--- src/rtl/program_loader.sv ---
// UART-fed IMEM loader: receives a length-prefixed little-endian image over 8N1
// serial and writes it word by word into the instruction memory write port.
module program_loader #(
  parameter int ENTRY        = 256,
  parameter int CLKS_PER_BIT = 868
) (
  input  logic                     CLK,
  input  logic                     RST,
  input  logic                     RXD,
  output logic                     WE,
  output logic [$clog2(ENTRY)-1:0] WADDR,
  output logic [31:0]              IDATA,
  output logic                     DONE,
  output logic                     ERR
);

  localparam int AW = $clog2(ENTRY);
  localparam int TW = $clog2(CLKS_PER_BIT) + 1;
  localparam logic [TW-1:0] BIT_END  = TW'(CLKS_PER_BIT - 1);
  localparam logic [TW-1:0] HALF_END = TW'(CLKS_PER_BIT / 2 - 1);

  typedef enum logic [1:0] {RX_IDLE, RX_START, RX_DATA, RX_STOP} rxState_t;
  typedef enum logic [1:0] {LD_LEN, LD_DATA, LD_DONE, LD_FAIL} ldState_t;

  rxState_t       r_rxState;
  ldState_t       r_ldState;
  logic           r_rxMeta;
  logic           r_rxSync;
  logic [TW-1:0]  r_timer;
  logic [2:0]     r_bitCnt;
  logic [7:0]     r_shift;
  logic [1:0]     r_byteCnt;
  logic [31:0]    r_assemble;
  logic [AW:0]    r_len;
  logic [AW:0]    r_wordIdx;

  logic           w_byteVld;
  logic           w_frameErr;
  logic [31:0]    w_word;
  logic [AW:0]    w_nextIdx;

  always_ff @(posedge CLK) begin
    if (RST) begin
      r_rxMeta <= 1'b1;
      r_rxSync <= 1'b1;
    end else begin
      r_rxMeta <= RXD;
      r_rxSync <= r_rxMeta;
    end
  end

  // Bytes complete on the stop-bit sample itself so the loader can register WE on that edge.
  assign w_byteVld  = (r_rxState == RX_STOP) && (r_timer == BIT_END) && r_rxSync;
  assign w_frameErr = (r_rxState == RX_STOP) && (r_timer == BIT_END) && !r_rxSync;
  assign w_word     = {r_shift, r_assemble[31:8]};
  assign w_nextIdx  = r_wordIdx + 1'b1;

  always_ff @(posedge CLK) begin
    if (RST) begin
      r_rxState <= RX_IDLE;
      r_timer   <= '0;
      r_bitCnt  <= '0;
      r_shift   <= '0;
    end else begin
      case (r_rxState)
        RX_IDLE: begin
          r_timer  <= '0;
          r_bitCnt <= '0;
          if (!r_rxSync) r_rxState <= RX_START;
        end
        RX_START: begin
          if (r_timer == HALF_END) begin
            r_timer   <= '0;
            r_rxState <= r_rxSync ? RX_IDLE : RX_DATA;
          end else begin
            r_timer <= r_timer + 1'b1;
          end
        end
        RX_DATA: begin
          if (r_timer == BIT_END) begin
            r_timer  <= '0;
            r_shift  <= {r_rxSync, r_shift[7:1]};
            r_bitCnt <= r_bitCnt + 1'b1;
            if (r_bitCnt == 3'd7) r_rxState <= RX_STOP;
          end else begin
            r_timer <= r_timer + 1'b1;
          end
        end
        RX_STOP: begin
          if (r_timer == BIT_END) begin
            r_timer   <= '0;
            r_rxState <= RX_IDLE;
          end else begin
            r_timer <= r_timer + 1'b1;
          end
        end
        default: r_rxState <= RX_IDLE;
      endcase
    end
  end

  always_ff @(posedge CLK) begin
    if (RST) begin
      r_ldState  <= LD_LEN;
      r_byteCnt  <= '0;
      r_assemble <= '0;
      r_len      <= '0;
      r_wordIdx  <= '0;
      WE         <= 1'b0;
      WADDR      <= '0;
      IDATA      <= '0;
      DONE       <= 1'b0;
      ERR        <= 1'b0;
    end else begin
      WE <= 1'b0;
      if (w_frameErr) ERR <= 1'b1;
      case (r_ldState)
        LD_LEN: begin
          if (w_frameErr) begin
            r_ldState <= LD_FAIL;
          end else if (w_byteVld) begin
            r_byteCnt  <= r_byteCnt + 1'b1;
            r_assemble <= w_word;
            if (r_byteCnt == 2'd3) begin
              if (w_word == 32'd0) begin
                r_ldState <= LD_DONE;
                DONE      <= 1'b1;
              end else if (w_word > 32'(ENTRY)) begin
                r_ldState <= LD_FAIL;
                ERR       <= 1'b1;
              end else begin
                r_ldState <= LD_DATA;
                r_len     <= w_word[AW:0];
                r_wordIdx <= '0;
              end
            end
          end
        end
        LD_DATA: begin
          if (w_frameErr) begin
            r_ldState <= LD_FAIL;
          end else if (w_byteVld) begin
            r_byteCnt  <= r_byteCnt + 1'b1;
            r_assemble <= w_word;
            if (r_byteCnt == 2'd3) begin
              WE        <= 1'b1;
              WADDR     <= r_wordIdx[AW-1:0];
              IDATA     <= w_word;
              r_wordIdx <= w_nextIdx;
              if (w_nextIdx == r_len) begin
                r_ldState <= LD_DONE;
                DONE      <= 1'b1;
              end
            end
          end
        end
        LD_DONE: DONE <= 1'b1;
        LD_FAIL: DONE <= 1'b0;
        default: r_ldState <= LD_FAIL;
      endcase
    end
  end

endmodule

--- config.mk ---
export PLATFORM = sky130hd
export DESIGN_NAME = program_loader
export DESIGN_NICKNAME = d
export VERILOG_FILES = /design/src/rtl/program_loader.sv
export SDC_FILE = /design/constraint.sdc
export NUM_CORES = 1
export LEC_CHECK = 0
export CORE_ASPECT_RATIO = 2
export CORE_MARGIN = 2
export CORE_UTILIZATION = 40
export DETAILED_ROUTE_END_ITERATION = 12
export PLACE_DENSITY = 0.67
export SYNTH_ARGS = -nofsm -noshare
export SYNTH_HDL_FRONTEND = slang
export SYNTH_SLANG_ARGS = --single-unit
--- constraint.sdc ---
create_clock -name CLK -period 4.3 [get_ports CLK]
set_input_delay 0.645 -clock CLK [delete_from_list [all_inputs] [get_ports CLK]]
set_output_delay 0.645 -clock CLK [all_outputs]
set_load 0.02 [all_outputs]
==> metrics.txt <==
outcome=finished clean; critical path depth=6; Top FF cell, synth=dfxtp_1; multi-input logic area=~0.0023 mm2; Pleak=approximately 2.1 nW; Tot Pwr=2.56 mW; Overall Global Routing Usage=between 10% and 20%; Clk pwr share=around 57%; # rows=56; vias=3931; post-synth top area share=approximately 48%; number of synthesized flops with an enable pin=0; Switching Fraction=around a fifth; slowest CP cell=nor3_1; total clock sinks=around 120; GPL Wtd Cong=around 0.91; arrival time at the worst endpoint=around 3.3 ns; switching pwr=between 0.4 and 0.5 mW; hold crit path type=reg2reg; Final Cycle Share=between 60% and 70%; synthesized instance count=561; Period minus WS final=between 2 and 3 ns; area grow syn2layout=24.2%; library cells used by synthesis=48; WP buf/inv=0; DRT iter0 DRCs=around 170; Post-synth ARST share=0%; CTS tree=yes; Seq cells post-synth=about 120; wire length per cell=approximately 14 um; Mapped Nets=570; CP max FO=13; register area share after synthesis=roughly half; Antenna Cells=0; Max Buffers Root-to-Sink=2; Post-CTS Setup Bufs=0; Worst-path clk slew=roughly 0.050 ns; Post-Route WL=~11000 um; FF-to-FF End=r_len[5]; hold_buf cts=0; global-route wire length before repair=roughly 18000 um; antenna viol nets, final=0; First-pass DRT Iterations=5; largest cells by area after synthesis=dfxtp_1, nand2_1, mux2i_1, a21oi_1, nor2_1; Max-Cap Viols=0; Storage cell area=0.00230 mm2; Seq pwr share=a little over two fifths; Final Skew=0.00879 ns; Int Pwr=between 2 and 2.5 mW; CTS Buf Count=17; Die Span Y=around 160 um; leading area contributor after synthesis=dfxtp_1; final-report max-slew violation count=0; CP endpoint kind=register; RSZ-0062 raised after global routing=no; vias in the first global route=approximately 3.9k; Mean Syn Cell Area=8.48 um2; Critical path origin=r_timer[8]; Die Area=between 0.01 and 0.015 mm2; WS Path Type=reg2reg; final setup vio count=0; Core Footprint=0.0116 mm2; count leader, synth=dfxtp_1; Crit path max-delay family=simple AND/OR/NAND/NOR gates; worst path cell trace=nor4b_2 > nand4_1 > nor3_1 > nand3_1 > mux2i_1 > nor2_1; relative max-transition margin=between 30% and 40%; total gr overflow=0; fill count=between 1k and 1.5k; Synth top cells by count=dfxtp_1, nand2_1, nor2_1, a21oi_1, mux2i_1; DRC=0; port bufs=between 40 and 50; Power Density=about 430 mW/mm2; initial antenna violation count=0; share of layout cells above drive strength 1=between 7 and 8%; die width=between 80 and 90 um; Syn. warnings=0; Nets=between 600 and 700; combinational share of power=less than 1%; vias per inst=5.23; largest net degree at the start of global routing=58; Worst Setup EP=r_len[5]; RR Startpoint=r_timer[8]; IO Pins=46; worst skew pair latency=just over 0.4 ns; setup TNS=0 ns; Initial Utilization=about 41%; HPWL Detailed=about 7600 um; H-tree lvl count=4; crit start category=register; Least-Margin Pin Slew=0.998 ns; clk root buf=clkbuf_16; VDD IR max=around 0.00037 V; Syn Std Cell Area=about 0.0048 mm2; Worst Reg-to-Reg Cells=6; maximum clock frequency=~340 MHz; Resize count post-CTS=0; CP required=between 4 and 5 ns; slowest stage delay, CP=around 0.74 ns; R2R setup slack=approximately 1.3 ns; final hold violations=0
==> layout make-up <==
type / count / share of cell area, %
clock inverters: 8 / 2.08
well taps: 145 / 3.07
multi-input cells: 403 / 38.7
repair buffers: 51 / 8.30
clock buffers: 24 / 8.49
flip-flops and latches: 115 / 39.0
inverters: 6 / 0.381
==> stage by stage <==
step                worst slack [ns]  area, um2  utilization, %  hold WS [ns]  instances
floorplan                       2.40       4760               -         0.389        561
global placement                1.57       5280            45.4         0.396        720
detailed placement              1.38       5280            45.4         0.398        720
CTS                             1.38       5910            50.8         0.411        752
global route                    1.01       5910            50.8         0.437        752
finish                          1.33       5910            50.8         0.409        752
==> cell usage in the layout, fill, tap and decap left out, types with 3 or more instances in the layout <==
| cell | n |
|---|---|
| nand2b_1 | 3 |
| o21ai_0 | 14 |
| clkbuf_16 | 17 |
| or3_1 | 6 |
| buf_4 | 6 |
| nor4_1 | 6 |
| xnor2_1 | 12 |
| clkdlybuf4s50_1 | 44 |
| nor2_1 | 68 |
| inv_1 | 6 |
| xor2_1 | 9 |
| nand3_1 | 17 |
| a22o_1 | 3 |
| dfxtp_1 | 115 |
| a21oi_1 | 62 |
| nor3_1 | 7 |
| a22oi_1 | 4 |
| nand2_1 | 103 |
| nor2b_1 | 4 |
| clkbuf_8 | 5 |
| clkinvlp_4 | 3 |
| or2_2 | 3 |
| nand4_1 | 7 |
| ha_1 | 6 |
| bufinv_16 | 3 |
| mux2i_1 | 35 |
==> flip-flops by register name, indices dropped and copies added, names as in the netlist, named ones only <==
signal,flops
DONE,1
r_assemble,24
r_ldState,2
WADDR,8
r_bitCnt,3
r_wordIdx,9
r_byteCnt,2
IDATA,32
WE,1
r_rxSync,1
r_len,9
r_timer,11
ERR,1
r_shift,8
r_rxState,1
r_rxMeta,1
==> kinds of logic after synthesis <==
| family | synth area share (%) |
|---|---|
| flip-flops | 48.4 |
| adder cells (fa/ha/maj) | 1.58 |
| AO/OA/AOI/OAI | 11.5 |
| multiplexers | 7.60 |
| AND/OR/NAND/NOR | 23.2 |
| buffers and inverters | 3.79 |
| XOR/XNOR | 3.87 |
==> worst min-delay path by stage <==
stage,end,startpoint,depth (start not counted)
final,r_rxSync,r_rxMeta,1
after global routing,r_rxSync,r_rxMeta,1
after CTS,r_rxSync,r_rxMeta,1
after detailed placement,r_rxSync,r_rxMeta,1
after global placement,r_rxSync,r_rxMeta,1
after floorplan,r_rxSync,r_rxMeta,1
==> layer usage <==
layer / part of all wire [%] / global-route usage (%) / vias to the layer above
li1: - / - / 1975
met1: 39 / 19.4 / 1854
met2: 56 / 32.5 / 81
met3: 2.8 / 4.90 / 21
met4: 2.3 / 9.93 / 0
met5: 0 / 0 / -
==> power by group through the flow <==
stage	logic (mW)	registers [mW]	clock network (mW)
after detailed placement	0.0237	1.09	0
final	0.0240	1.07	1.46
after global routing	0.0269	1.07	1.53
after global placement	0.0233	1.09	0
after CTS	0.0239	1.07	1.48
after floorplan	0.0200	1.09	0
(Power assumes the default switching activity.)
